## src/rtl/fp_mul_round.sv

```systemverilog
// fp_mul_round: final rounding and packing stage of the FP multiplier.
// Stage 1 applies the rounding increment, and stage 2 renormalizes, range-checks and packs
// an IEEE-754 single-precision result with exception flags.
module fp_mul_round (
  input  logic        CLK,
  input  logic        RST,
  input  logic        in_valid,
  output logic        in_ready,
  input  logic        sign_in,
  input  logic [9:0]  exp_in,
  input  logic [23:0] mant_in,
  input  logic        guard_in,
  input  logic        sticky_in,
  input  logic [1:0]  rnd_mode,
  input  logic        nan_in,
  input  logic        inf_in,
  input  logic        zero_in,
  output logic        out_valid,
  input  logic        out_ready,
  output logic [31:0] result,
  output logic        flag_inexact,
  output logic        flag_overflow,
  output logic        flag_underflow
);

  localparam logic [1:0] MODE_RNE = 2'b00;
  localparam logic [1:0] MODE_RTZ = 2'b01;
  localparam logic [1:0] MODE_RUP = 2'b10;

  logic        s1_valid;
  logic [24:0] s1_sum;
  logic        s1_sign;
  logic [9:0]  s1_exp;
  logic        s1_inexact;
  logic        s1_nan;
  logic        s1_inf;
  logic        s1_zero;
  logic [1:0]  s1_mode;

  logic        s2_adv;
  logic        inc;
  logic [24:0] sum_next;
  logic [10:0] adj_exp;
  logic [22:0] frac;
  logic        to_inf;
  logic [31:0] res_next;
  logic        inx_next;
  logic        ovf_next;
  logic        unf_next;

  assign s2_adv   = !out_valid || out_ready;
  assign in_ready = !s1_valid || s2_adv;

  // Rounding increment decision and rounded 25-bit sum (bit 24 is the carry-out)
  always_comb begin
    inc = 1'b0;
    case (rnd_mode)
      MODE_RNE: inc = guard_in && (sticky_in || mant_in[0]);
      MODE_RTZ: inc = 1'b0;
      MODE_RUP: inc = !sign_in && (guard_in || sticky_in);
      default:  inc = sign_in && (guard_in || sticky_in);
    endcase
    sum_next = {1'b0, mant_in} + {24'd0, inc};
  end

  // Stage 1 register: loads whenever the stage can accept new operands
  always_ff @(posedge CLK or negedge RST) begin
    if (!RST) begin
      s1_valid   <= 1'b0;
      s1_sum     <= '0;
      s1_sign    <= 1'b0;
      s1_exp     <= '0;
      s1_inexact <= 1'b0;
      s1_nan     <= 1'b0;
      s1_inf     <= 1'b0;
      s1_zero    <= 1'b0;
      s1_mode    <= '0;
    end else if (in_ready) begin
      s1_valid <= in_valid;
      if (in_valid) begin
        s1_sum     <= sum_next;
        s1_sign    <= sign_in;
        s1_exp     <= exp_in;
        s1_inexact <= guard_in || sticky_in;
        s1_nan     <= nan_in;
        s1_inf     <= inf_in;
        s1_zero    <= zero_in;
        s1_mode    <= rnd_mode;
      end
    end
  end

  // Renormalize, range-check on the post-rounding exponent (11 bits so 511+1 cannot wrap), and pack
  always_comb begin
    adj_exp  = {s1_exp[9], s1_exp} + {10'd0, s1_sum[24]};
    frac     = s1_sum[24] ? s1_sum[23:1] : s1_sum[22:0];
    to_inf   = 1'b0;
    res_next = {s1_sign, adj_exp[7:0], frac};
    inx_next = s1_inexact;
    ovf_next = 1'b0;
    unf_next = 1'b0;
    if (s1_nan) begin
      res_next = 32'h7FC00000;
      inx_next = 1'b0;
    end else if (s1_inf) begin
      res_next = {s1_sign, 8'hFF, 23'd0};
      inx_next = 1'b0;
    end else if (s1_zero) begin
      res_next = {s1_sign, 31'd0};
      inx_next = 1'b0;
    end else if ($signed(adj_exp) >= 11'sd255) begin
      case (s1_mode)
        MODE_RNE: to_inf = 1'b1;
        MODE_RTZ: to_inf = 1'b0;
        MODE_RUP: to_inf = !s1_sign;
        default:  to_inf = s1_sign;
      endcase
      res_next = {s1_sign, (to_inf ? 31'h7F800000 : 31'h7F7FFFFF)};
      inx_next = 1'b1;
      ovf_next = 1'b1;
    end else if ($signed(adj_exp) <= 11'sd0) begin
      res_next = {s1_sign, 31'd0};
      inx_next = 1'b1;
      unf_next = 1'b1;
    end
  end

  // Stage 2 / output register: holds its contents while the consumer stalls
  always_ff @(posedge CLK or negedge RST) begin
    if (!RST) begin
      out_valid      <= 1'b0;
      result         <= 32'h00000000;
      flag_inexact   <= 1'b0;
      flag_overflow  <= 1'b0;
      flag_underflow <= 1'b0;
    end else if (s2_adv) begin
      out_valid <= s1_valid;
      if (s1_valid) begin
        result         <= res_next;
        flag_inexact   <= inx_next;
        flag_overflow  <= ovf_next;
        flag_underflow <= unf_next;
      end
    end
  end

endmodule
```

## config.mk

```make
export PLATFORM = sky130hd
export DESIGN_NAME = fp_mul_round
export DESIGN_NICKNAME = d
export VERILOG_FILES = /design/src/rtl/fp_mul_round.sv
export SDC_FILE = /design/constraint.sdc
export NUM_CORES = 1
export LEC_CHECK = 0
export BUFFER_PORTS_ARGS = -buffer_cell sky130_fd_sc_hd__clkbuf_2
export CAP_MARGIN = 40
export CELL_PAD_IN_SITES_DETAIL_PLACEMENT = 1
export CELL_PAD_IN_SITES_GLOBAL_PLACEMENT = 1
export CORE_ASPECT_RATIO = 1.5
export CORE_UTILIZATION = 25
export DETAILED_ROUTE_END_ITERATION = 6
export PLACE_DENSITY = 0.47
export RECOVER_POWER = 100
export SLEW_MARGIN = 20
export SYNTH_ARGS = -nofsm -noshare
export SYNTH_HDL_FRONTEND = slang
export SYNTH_SLANG_ARGS = --single-unit
```

## constraint.sdc

```tcl
create_clock -name CLK -period 6.53 [get_ports CLK]
set_input_delay 0 -clock CLK [delete_from_list [all_inputs] [get_ports CLK]]
set_output_delay 0 -clock CLK [all_outputs]
set_load 0.02 [all_outputs]
```

Yosys cells after proc, flatten, opt, wreduce, memory -nomap -nowiden:

Cells that the tools add are included.

* input port bits: 46
* output and inout port bits: 37
* flip-flop bits (word level): 79

* add/subtract/negate cells: 2
* $lt $le $gt $ge: 2
* equality and inequality tests: 4
* reduce and logical (&&, ||, !) cells: 15
* muxes and demuxes: 27

Operator list (number)
* 31-bit two-way mux: 4
* 32-bit two-way mux: 1
* 24-bit by 1-bit adder with 25-bit output: 1
* 24-bit two-way mux: 1
* 23-bit two-way mux: 1
* 1-bit two-way mux: 18
* 10-bit by 2-bit adder with 11-bit output: 1
* 11-bit by 9-bit >= comparator with 1-bit output, second input constant: 1
* 11-bit by 1-bit less-or-equal comparator with 1-bit output, second input constant: 1
* 1-bit case mux with 3 select lines: 2
* 2-bit by 1-bit equality test with 1-bit output, second input constant: 2
* 2-bit equality test, second input constant: 2
* 1-bit zero test: 4
* 2-bit zero test: 2
* 1-bit logical OR: 4
* 2-bit AND reduction: 2
* 1-bit logical AND: 3

Logic depth before layout (Yosys ltp):

* depth after elaboration: 11
* depth in mapped cells: 12
* gate-level depth less buffers: 11

Worst setup path before layout:

No wires, ideal clock.

* path kind: register to register
* from: register s1_sum[24]
* to: register result[10]
* library setup time: 0.126 ns
* data arrival time: 2.262 ns
* stages on the path, launching flop included: 12
* slack: 4.142 ns
* data required time: 6.404 ns
* cells stage by stage: dfrtp_1 -> ha_1 -> ha_1 -> buf_4 -> nand2_4 -> nor3_2 -> or2_2 -> a211o_2 -> nand2_4 -> nor3b_4 -> buf_6 -> a221o_1

* cells in the longest elaborated chain, start to end: 7
* elaborated cells between the ends (all ways): 9
* classes of those cells: 1 x add/sub; 2 x order compare; 6 x mux

Ends and longest elaborated chain
* start: declaration: RTL line 31 `logic [24:0] s1_sum;`
* start signal: assignment: RTL line 81 `s1_sum <= sum_next;`
* 10-bit by 2-bit adder with 11-bit output: RTL line 95 `adj_exp = {s1_exp[9], s1_exp} + {10'd0, s1_sum[24]};`
* 11-bit by 1-bit less-or-equal comparator with 1-bit output: RTL line 121 `end else if ($signed(adj_exp) <= 11'sd0) begin`
* 31-bit two-way mux: RTL line 121
* 31-bit two-way mux *: RTL line 111 `end else if ($signed(adj_exp) >= 11'sd255) begin`
* 31-bit two-way mux *: RTL line 108 `end else if (s1_zero) begin`
* 31-bit two-way mux *: RTL line 105 `end else if (s1_inf) begin`
* 32-bit two-way mux *: RTL line 102 `if (s1_nan) begin`
* end signal: assignment: RTL line 139 `result <= res_next;`
* end: declaration: RTL line 20 `output logic [31:0] result,`

Mark *: on every way between the ends. The rest lies on a longest branch, timed or not.
A chain may end at the register's enable or synchronous reset.

Worst setup path after layout:

* from: register s1_sum[24]
* to: register result[20]

Same word-level chain as after synthesis.

==> reports/qor.txt <==
Reg power frac -> 42.3%
Hold Crit Start -> mant_in[7]
Non-Filler Instances -> 704
RR Endpoint -> result[20]
Reg-to-Reg Start -> s1_sum[24]
CP endpoint kind -> flop
max-cap viol count -> 2
Net Sw Frac -> 29.5%
Worst Hold Class -> in2reg
Avg WL per Cell -> 17.0 um
Synth Area in Compound Gates -> 14.6%
via count -> 3326
fmax -> 231 MHz
top-count cell post-synth -> dfrtp_1
worst slew pin tran -> 2950 ps
post-synthesis adder-cell area fraction -> 1.21%
Total GRT Usage -> 15.1%
vias in the first global route -> 3642
area leader, netlist -> dfrtp_1
Synth Flop Type -> dfrtp_1
full die area -> 0.0171 sq mm
clk sinks -> 79
Clk pwr share -> 38.8%
Synth cell types -> 57
reg-to-reg setup timing slack -> 2190 ps
post-synthesis cell area -> 0.00414 sq mm
Via density -> 4.72
Post-synth top cells -> 79 x dfrtp_1, 49 x nand2_1, 41 x mux2_2
Initial Util -> 25.6%
kind of critical path -> reg2reg
Layout area overhead -> 28.7%
failing checks -> max-capacitance violations, max-slew violations
RSZ-0062 raised after global routing -> no
die span in x -> 107 um
TritonRoute pass-1 iters -> 6
drt drc -> 0
Routed Wire Length -> 12000 um
fraction of final layout cells with drive strength greater than 1 -> 24.5%
mux cell area share after synthesis -> 11.6%
Hold Path End -> s1_sum[7]
register area share after synthesis -> 47.7%
final hold violations -> 0
final worst path period share -> 66.4%
Peak VDD IR -> 0.0987 mV
depth of the worst register-to-register path -> 9
Setup WS post-layout -> 2190 ps
CTS tree -> done
largest net degree at the start of global routing -> 67
synth warn -> 0
cells after synthesis -> 384
Antenna Cells -> 0
skew final -> 8.76 ps
Post-Synth Simple-Gate Area -> 15.8%
Synth Area in XOR/XNOR -> 5.71%
WHS -> 5.49 ps
DP HPWL -> 8510 um
final instance area -> 0.00533 sq mm
worst relative slew slack -> -96.3%
Final Critical Period -> 4340 ps
CP Data Required Time -> 6800 ps
Comb pwr share -> 18.9%
Root Driver -> clkbuf_16
syn_nets -> 434
Synth Register Bits -> 79
# port buffers -> 82
Post-CTS Hold Buffers -> 34
max-slew violations -> 101
deepest clock path buffer count -> 2
Core Util, Final -> 32.9%
final setup vio count -> 0
DR WL met2 -> 6320 um
DRT iter0 DRCs -> 87
chip height -> 160 um
PwrDens -> 273 mW/mm^2
met1 WL -> 5080 um
Placed Cells incl. Taps -> 654
post-CTS sizing -> 0
Lkg Pwr -> 2.20 nW
crit path launch type -> flop
Num CTS Buffers -> 9
clk slew on worst S/H paths -> 70 ps
GRT overflow -> 0
Post-synth EDFFs -> 0
critical path arrival -> 4610 ps
top-area cell type share of the netlist area -> 47.7%
core area -> 0.0162 sq mm
setup_tns -> 0 ps
status -> finished, violations left
global-route wire length before repair -> 19600 um
hold path depth -> 3
row count -> 57
Highest Signal Layer -> met4
final antenna-violating net count -> 0
Internal -> 1.02 mW
Place WS -> 3550 ps
Net Switching -> 429 uW
total power -> 1.45 mW
Layout Nets -> 543
H-tree lvl count -> 3
critical-path maximum fanout -> 13
main combinational cell family by area after synthesis -> simple AND/OR/NAND/NOR gates
ranking of synthesized cells by area -> dfrtp_1 48%, mux2_2 11%, a221o_1 5.3%
initial antenna violation count -> 0
ys async rst share -> 100%
WL met3 -> 413 um
Placement Cell Area -> 0.00476 sq mm
average size of a mapped cell -> 10.8 sq um
# IOs -> 83
Routability Congestion -> 0.809
setup bufs post-CTS -> 0
clk_lat worst skew -> 330 ps
[cell type report]
type,count,area (sq um)
Clock inverter,6,92.6
Fill cell,1844,10900
Sequential cell,79,1980
Tap cell,206,258
Multi-Input combinational cell,279,1990
Inverter,2,7.51
Timing Repair Buffer,122,761
Clock buffer,10,239
[cells by family (layout without fill, tap and decap cells)]
kind of cell,Yosys count,count (layout)
fa+ha+maj,4,4
flops,79,79
mux,43,43
simple gates,126,126
compound gates,79,79
xor+xnor,27,27
buf+inv,26,140
[critical path, cell delays in order (launching register included)]
cell and delay [ps]:
dfrtp_1 380, ha_1 260, ha_1 300, nand2_1 230
nor3_1 110, or2_2 300, o211ai_1 710, nor3b_1 1100
clkbuf_1 620, a221o_1 260
[power by group through the flow]
stage | sequential (mW) | clock [mW] | combinational [mW]
3_3_place_gp | 0.625 | 0 | 0.267
3_5_place_dp | 0.626 | 0 | 0.274
5_1_grt | 0.626 | 0.601 | 0.306
2_1_floorplan | 0.635 | 0 | 0.153
6_report | 0.615 | 0.563 | 0.274
4_1_cts | 0.617 | 0.582 | 0.291
[how the worst max path moves through the flow]
| stage | from | end | slack (ps) | cells after the start |
|---|---|---|---|---|
| 6_report | s1_sum[24] | result[20] | 2190 | 9 |
| 5_1_grt | s1_sum[24] | result[18] | 1800 | 9 |
| 4_1_cts | s1_sum[24] | result[20] | 3530 | 9 |
| 3_5_place_dp | s1_sum[24] | result[10] | 3550 | 9 |
| 3_3_place_gp | s1_sum[24] | result[18] | 3400 | 8 |
| 2_1_floorplan | s1_sum[24] | result[10] | 4140 | 11 |
[cell usage in the layout (no fill, tap or decap), types with 19 or more instances in the layout]
cell	Yosys	final
clkbuf_2	0	44
nand2_1	49	50
o21ai_0	27	31
a221o_1	22	22
dfrtp_1	79	79
nor2_1	20	20
dlygate4sd3_1	0	34
mux2_2	41	41
xor2_1	19	19
clkbuf_1	15	40
[metal layers]
| layer | up-vias | track usage (%) |
|---|---|---|
| li1 | 1608 | - |
| met1 | 1624 | 18.0 |
| met2 | 83 | 26.9 |
| met3 | 11 | 2.53 |
| met4 | 0 | 5.23 |
| met5 | - | 0 |
[state kept, by name, indices dropped and copies added (netlist names)]
name            count
flag_inexact        1
flag_overflow       1
flag_underflow      1
out_valid           1
result             32
s1_exp             10
s1_inexact          1
s1_inf              1
s1_mode             2
s1_nan              1
s1_sign             1
s1_sum             25
s1_valid            1
s1_zero             1
Power figures use the tool's default switching activity.
